$ cat config.mk
export PLATFORM = sky130hd
export DESIGN_NAME = vanilla_sb_stall_profiler
export DESIGN_NICKNAME = d
export VERILOG_FILES = /design/src/rtl/vanilla_sb_stall_profiler.sv
export SDC_FILE = /design/constraint.sdc
export NUM_CORES = 2
export LEC_CHECK = 0
export CORE_UTILIZATION = 50
export DETAILED_ROUTE_END_ITERATION = 6
export MAX_ROUTING_LAYER = met4
export PLACE_DENSITY = 0.74
export RECOVER_POWER = 50
export SETUP_SLACK_MARGIN = 0.05
export SLEW_MARGIN = 5
export SYNTH_ARGS = -nofsm -noshare
export SYNTH_HDL_FRONTEND = slang
export SYNTH_SLANG_ARGS = --single-unit
export TNS_END_PERCENT = 30
$ cat constraint.sdc
create_clock -name clk_i -period 15 [get_ports clk_i]
set_input_delay 3 -clock clk_i [delete_from_list [all_inputs] [get_ports clk_i]]
set_output_delay 3 -clock clk_i [all_outputs]
set_load 0.01 [all_outputs]
$ cat src/rtl/vanilla_sb_stall_profiler.sv
// vanilla_sb_stall_profiler: attributes dependency-stall cycles to scoreboard causes and dumps saturating counts
module vanilla_sb_stall_profiler #(
  parameter int counter_width_p = 32,
  parameter int reg_els_p = 32,
  parameter int reg_addr_width_p = 5
) (
  input  logic                                 clk_i,
  input  logic                                 reset_i,
  input  logic [reg_els_p-1:0][5:0]            int_sb_i,
  input  logic [reg_els_p-1:0][3:0]            float_sb_i,
  input  logic                                 stall_depend_i,
  input  logic                                 stall_all_i,
  input  logic [reg_addr_width_p-1:0]          rs1_i,
  input  logic [reg_addr_width_p-1:0]          rs2_i,
  input  logic [reg_addr_width_p-1:0]          rd_i,
  input  logic [reg_addr_width_p-1:0]          rs3_i,
  input  logic                                 read_rs1_i,
  input  logic                                 read_rs2_i,
  input  logic                                 write_rd_i,
  input  logic                                 read_frs1_i,
  input  logic                                 read_frs2_i,
  input  logic                                 read_frs3_i,
  input  logic                                 write_frd_i,
  input  logic                                 dump_v_i,
  input  logic                                 dump_clear_i,
  output logic                                 dump_ready_o,
  output logic                                 dump_v_o,
  output logic [3:0]                           dump_idx_o,
  output logic [counter_width_p-1:0]           dump_data_o,
  input  logic                                 dump_yumi_i
);
  typedef enum logic {IDLE, DUMP} state_e;
  state_e state_q;
  logic [3:0] idx_q;
  logic clr_q;
  logic [5:0] int_hit;
  logic [3:0] float_hit;
  logic [9:0] hit;
  logic [10:0] inc;
  logic [counter_width_p-1:0] cnt_q [10:0];
  logic [counter_width_p-1:0] cnt_d [10:0];
  // x0 never holds a dependency, but float f0 is a real register
  always_comb begin
    int_hit = (read_rs1_i && rs1_i != '0 ? int_sb_i[rs1_i] : 6'd0)
            | (read_rs2_i && rs2_i != '0 ? int_sb_i[rs2_i] : 6'd0)
            | (write_rd_i && rd_i != '0 ? int_sb_i[rd_i] : 6'd0);
    float_hit = (read_frs1_i ? float_sb_i[rs1_i] : 4'd0)
              | (read_frs2_i ? float_sb_i[rs2_i] : 4'd0)
              | (read_frs3_i ? float_sb_i[rs3_i] : 4'd0)
              | (write_frd_i ? float_sb_i[rd_i] : 4'd0);
    hit = {float_hit, int_hit};
    inc = (stall_depend_i && !stall_all_i) ? {~|hit, hit & (~hit + 10'd1)} : 11'd0;
  end
  for (genvar g = 0; g < 11; g++) begin : g_cnt
    // clear-on-read wins over the old value but still keeps a same-cycle increment
    always_comb begin
      cnt_d[g] = (state_q == DUMP && dump_yumi_i && clr_q && idx_q == 4'(g))
               ? counter_width_p'(inc[g])
               : cnt_q[g] + counter_width_p'(inc[g] && !(&cnt_q[g]));
    end
    // per-cause saturating counter
    always_ff @(posedge clk_i or posedge reset_i) begin
      if (reset_i) cnt_q[g] <= '0;
      else cnt_q[g] <= cnt_d[g];
    end
  end
  // dump sequencer: walks idx 0..10, advancing one word per yumi
  always_ff @(posedge clk_i or posedge reset_i) begin
    if (reset_i) begin
      state_q <= IDLE;
      idx_q <= '0;
      clr_q <= 1'b0;
    end else if (state_q == IDLE) begin
      if (dump_v_i) begin
        state_q <= DUMP;
        idx_q <= '0;
        clr_q <= dump_clear_i;
      end
    end else if (dump_yumi_i) begin
      state_q <= idx_q == 4'd10 ? IDLE : DUMP;
      idx_q <= idx_q == 4'd10 ? 4'd0 : idx_q + 4'd1;
    end
  end
  assign dump_ready_o = state_q == IDLE;
  assign dump_v_o = state_q == DUMP;
  assign dump_idx_o = idx_q;
  assign dump_data_o = state_q == DUMP ? cnt_q[idx_q] : '0;
endmodule

### After elaboration in Yosys (flattened, before gate mapping)

Index checks and enable logic that the tools add are counted.

| word-level totals | value |
|---|---|
| register bits after elaboration | 358 |
| input port bits | 354 |
| output and inout bits | 38 |
| word-level logic and storage cells | 155 |

| cells by class | value |
|---|---|
| add/subtract/negate cells | 13 |
| $lt $le $gt $ge | 5 |
| eq/ne operators | 11 |
| muxes and demuxes | 44 |
| bitwise operators | 8 |
| reductions and logical operators | 60 |

Operator list:

| cell | number |
|---|---|
| 2-to-1 mux 32 bit | 13 |
| adder 32 x 1 -> 32 bit | 11 |
| AND reduction 32 bit | 11 |
| binary-select mux 32 bit (select 4 bit) | 1 |
| binary-select mux 6 bit (select 5 bit) | 3 |
| binary-select mux 4 bit (select 5 bit) | 4 |
| 2-to-1 mux 4 bit | 12 |
| 2-to-1 mux 6 bit | 6 |
| logical AND 1 bit | 28 |
| < comparator 5 x 6 -> 1 bit, second input constant | 4 |
| == test 4 x 3 -> 1 bit, second input constant | 4 |
| nonzero test 5 bit | 3 |
| logical NOT 1 bit | 13 |
| == test 4 bit, second input constant | 3 |
| OR 4 bit | 3 |
| OR 6 bit | 2 |
| 2-to-1 mux 11 bit | 1 |
| adder 10 x 1 -> 10 bit, second input constant | 1 |
| AND 10 bit | 1 |
| NOT 10 bit | 1 |
| OR reduction 10 bit | 1 |
| == test 4 x 2 -> 1 bit, second input constant | 2 |
| < comparator 4 x 5 -> 1 bit, second input constant | 1 |
| adder 4 x 1 -> 4 bit, second input constant | 1 |
| other kinds (7) | 11 |

### Longest topological paths before layout

| depth | value |
|---|---|
| depth in word-level cells | 13 |
| gate-level depth with buffers | 23 |
| mapped depth without buffers | 17 |

### Least setup slack after synthesis

OpenSTA, ideal clock, no wires.

| path | value |
|---|---|
| kind | input -> register |
| from | input port rs1_i[0] |
| to | register cnt_q[346] (netlist name) |
| setup time | 0.078 ns |
| data arrival time | 7.358 ns |
| data required time | 14.922 ns |
| slack | 7.563 ns |
| stages on the path | 21 |
| buffers on the path | 5 |
| cell sequence | buf_6 > buf_6 > buf_2 > buf_2 > buf_2 > mux4_2 > a22o_1 > o22ai_1 > o21ai_0 > nor2_1 > nand2_1 > nor3_1 > ha_1 > ha_1 > inv_1 > nor3_1 > nor2b_1 > nor2b_1 > nand2_1 > or3_1 > a21oi_1 |

RTL lines:

| what | RTL line | RTL |
|---|---|---|
| start: declaration | 13 | `input logic [reg_addr_width_p-1:0] rs1_i,` |
| end signal: indexed assignment | 64 | `else cnt_q[g] <= cnt_d[g];` |
| end: declaration | 40 | `logic [counter_width_p-1:0] cnt_q [10:0];` |

==> out/summary.txt <==
Synth-to-layout area growth - 19.4%
Post-synthesis mux area share - 0.302
End of the worst register-to-register path - dump_idx_o[1]
Post-CTS resize count - 0
Vias in the first global route - 26,845
Sw Pwr - 0.997 mW
Fmax achieved - 0.0924 GHz
Arr. time, crit path - 11.31 ns
DIE HEIGHT - 244 µm
Layout cells sized above 1 - 0.147
FP Rows - 88
Fin nets - 3,560
Endpoints failing setup - 0
Core ar. - 0.0577 mm²
Leak pwr - 14.3 nW
Worst Skew - 0.0278 ns
Clock Tree Buf Depth - 3
Final WL - 109 mm
Ys Warns - 0
Startpoint types - input pin
Global placer's final weighted congestion - 1.05
Comb pwr share - 0.323
Vias - 26,857
Worst skew pair latency - 0.57 ns
Reg clk slew, reported paths - 0.06 ns
Pins Over Slew Limit - 328
WL/cell - 27.5 µm
Ys flop type - dfrtp_1
Register bit total from synthesis - 358
Clock power share - 0.326
Switch share - 0.330
Final Core Density - 0.605
Pwr dens - 86.6 mW/mm²
Chip width - 244 µm
Post-synth EDFFs - 0
Ys async rst share - 1.00
XOR/XNOR Fraction of Synth Area - 0.0839
Critical path capture point type - flop
Worst reg2reg startpoint - dump_idx_o[0]
Mapped Area - 0.0292 mm²
Origin of the worst min-delay path - clr_q
HPWL Detailed - 83.3 mm
Worst-case hold path end point - clr_q
Failing checks - capacitance limit, slew limit
Clock net sink count - 358
Tmin final - 10.82 ns
Num CTS Buffers - 40
Syn_nets - 3,264
Register-to-Register Path Depth - 4
Setup TNS Final - 0 ns
Flop2flop setup slack - 10.60 ns
Simple-Gate Fraction of Synth Area - 0.184
Hold Crit Class - flop to flop
Setup Crit Path Kind - input pin to flop
H-tree levels - 2
CP required - 15.48 ns
Via density - 6.75
Clk root buf - clkbuf_16
Seq. cell area - 0.00896 mm²
Initial antenna violation count - 4
Max Cap Viol - 5
Flop pwr share - 0.351
Status - finished with violations
First-pass GRT wire length - 166 mm
Cells after synthesis - 2,888
Largest net degree at the start of global routing - 153
Max VDD drop - 0.103 mV
Buffers on Ports - 391
Synth Area in Adders - 0.00942
Initial Util - 0.506
Post-synthesis sequential area ratio - 0.307
Post-synth cell types - 71
RSZ-0062 raised after global routing - false
Worst-path maximum fanout - 38
Post-CTS Setup Bufs - 0
Ratio of final minimum period to clock period - 0.722
CTS Hold Buffers Added - 0
DRC viols - 0
Slew @ Worst Pin - 6.81 ns
WHS Path Cells - 1
Compound-gate portion of the synthesized area - 0.0803
Largest family of logic cells by synthesized area - multiplexers
Internal power - 2.02 mW
DRT antenna net count - 0
Post-Syn Area per Cell - 10.1 µm²
Boundary Pins - 392
CTS tree - built
Gr usage total - 0.378
Die ar. - 0.0594 mm²
Area of the multi-input gates - 0.0193 mm²
DR iter-0 viols - 3,138
Max_slew headroom - -3.57
Total gr overflow - 0
Drt pass-1 iters - 6
FILL cells - 4,828
Final Hold Viols - 0
[power groups by stage]
stage               sequential, mW  combinational, mW  clock [mW]
detailed placement            1.08              0.952           0
finish                        1.06              0.975       0.986
global route                  1.07               1.03        1.03
floorplan                     1.05              0.628           0
CTS                           1.06              0.955        1.00
global placement              1.07              0.933           0
[per-layer routing]
metal | GRT usage | up-vias | wire (µm)
met5 | - | - | 0
met3 | 0.0508 | 384 | 9440
met1 | 0.469 | 13388 | 40400
met2 | 0.598 | 1692 | 52300
met4 | 0.206 | 0 | 7140
li1 | - | 11393 | -
[Yosys cell counts, drive strengths merged (11+ instances only)]
cell type,number,area [µm²]
and4,32,280
xor2,190,1660
o21ai,99,495
or3,59,369
mux2i,191,1910
mux4,290,6530
a221oi,13,114
o22ai,18,113
nor2,417,1570
a21oi,115,576
a211oi,18,135
clkbuf,101,379
o221ai,30,263
nor3,40,200
mux2,34,383
nand2,212,796
buf,78,443
xnor2,90,788
nand2b,12,75.1
inv,38,143
dfrtp,358,8960
nand3,148,741
nor2b,47,294
nand4,63,409
and3,53,332
nor4,11,90.1
and2,12,75.1
ha,22,275
[sequential cells by signal (all words and copies together), names as in the netlist]
name / flops
cnt_q: 352
dump_v_o: 1
dump_idx_o: 4
clr_q: 1
[metrics by stage]
stage	hold WS, ns	power [mW]	std cells	instance area (µm²)	worst slack (ns)
floorplan	0.481	1.67	2888	29200	2.07
global placement	0.500	2.01	3907	33600	6.09
detailed placement	0.498	2.03	3907	33600	5.91
CTS	0.511	3.01	3975	34900	6.50
global route	0.537	3.13	3979	34900	3.64
finish	0.511	3.02	3979	34900	4.18
[cell usage in the layout, fill, tap and decap left out, types with 8 or more instances in the layout]
cell type        netlist  final
a211oi_1              18     18
a21oi_1              115    115
a221oi_1              13     13
a22oi_1                8      8
and2_1                11     11
and3_1                53     53
and4_1                32     32
buf_4                 11     44
clkbuf_1             101     10
clkbuf_16              0     42
clkdlybuf4s50_1        0    375
dfrtp_1              358    357
ha_1                  22     22
inv_1                 36     35
mux2_2                34     34
mux2i_1              191    191
mux4_2               290    290
nand2_1              212    212
nand2b_1              12     12
nand3_1              148    148
nand4_1               62     62
nor2_1               417    411
nor2b_1               47     45
nor3_1                40     36
nor4_1                 9      8
o211ai_1               8      8
o21ai_0               98     98
o221ai_1              30     30
o22ai_1               18     18
or3_1                 59     59
xnor2_1               90     90
xor2_1               190    190
[how the worst max path moves through the flow]
stage | from | end | slack, ns
global placement | rs1_i[0] | cnt_q[346] | 6.09
finish | rs2_i[0] | cnt_q[350] | 4.18
global route | rs2_i[0] | cnt_q[350] | 3.64
floorplan | reset_i | clr_q | 2.07
detailed placement | rs1_i[0] | cnt_q[350] | 5.91
CTS | rs1_i[0] | cnt_q[350] | 6.50
[layout make-up]
class,count,share of cell area
multi-input combinational,2311,0.554
clock inverter,12,0.00377
tap,765,0.0274
inverter,40,0.00434
sequential,358,0.257
clock buffer,56,0.0336
timing repair buffer,433,0.120
antenna,4,0.000287
[critical path: stages]
cell	delay, ns
buf_4	0.45
clkbuf_1	2.04
inv_1	1.16
mux2i_1	0.39
nor2_1	0.07
o311a_1	0.35
a311oi_1	0.48
and4bb_2	0.40
nand4_4	0.21
nor3_1	0.27
ha_1	0.23
ha_1	0.23
inv_1	0.07
nor3_1	0.46
nor2b_1	0.33
nor2b_1	0.32
nand2_1	0.18
or3_1	0.38
a21oi_1	0.19
[kinds of logic after synthesis]
logic type,count (synthesis)
AOI/OAI and AO/OA,369
buffers and inverters,219
DFF,358
xor gates and xnor gates,280
and+or+nand+nor,1125
adders and majority gates,22
muxes,515
No activity file was read; power rests on OpenSTA's default activity.
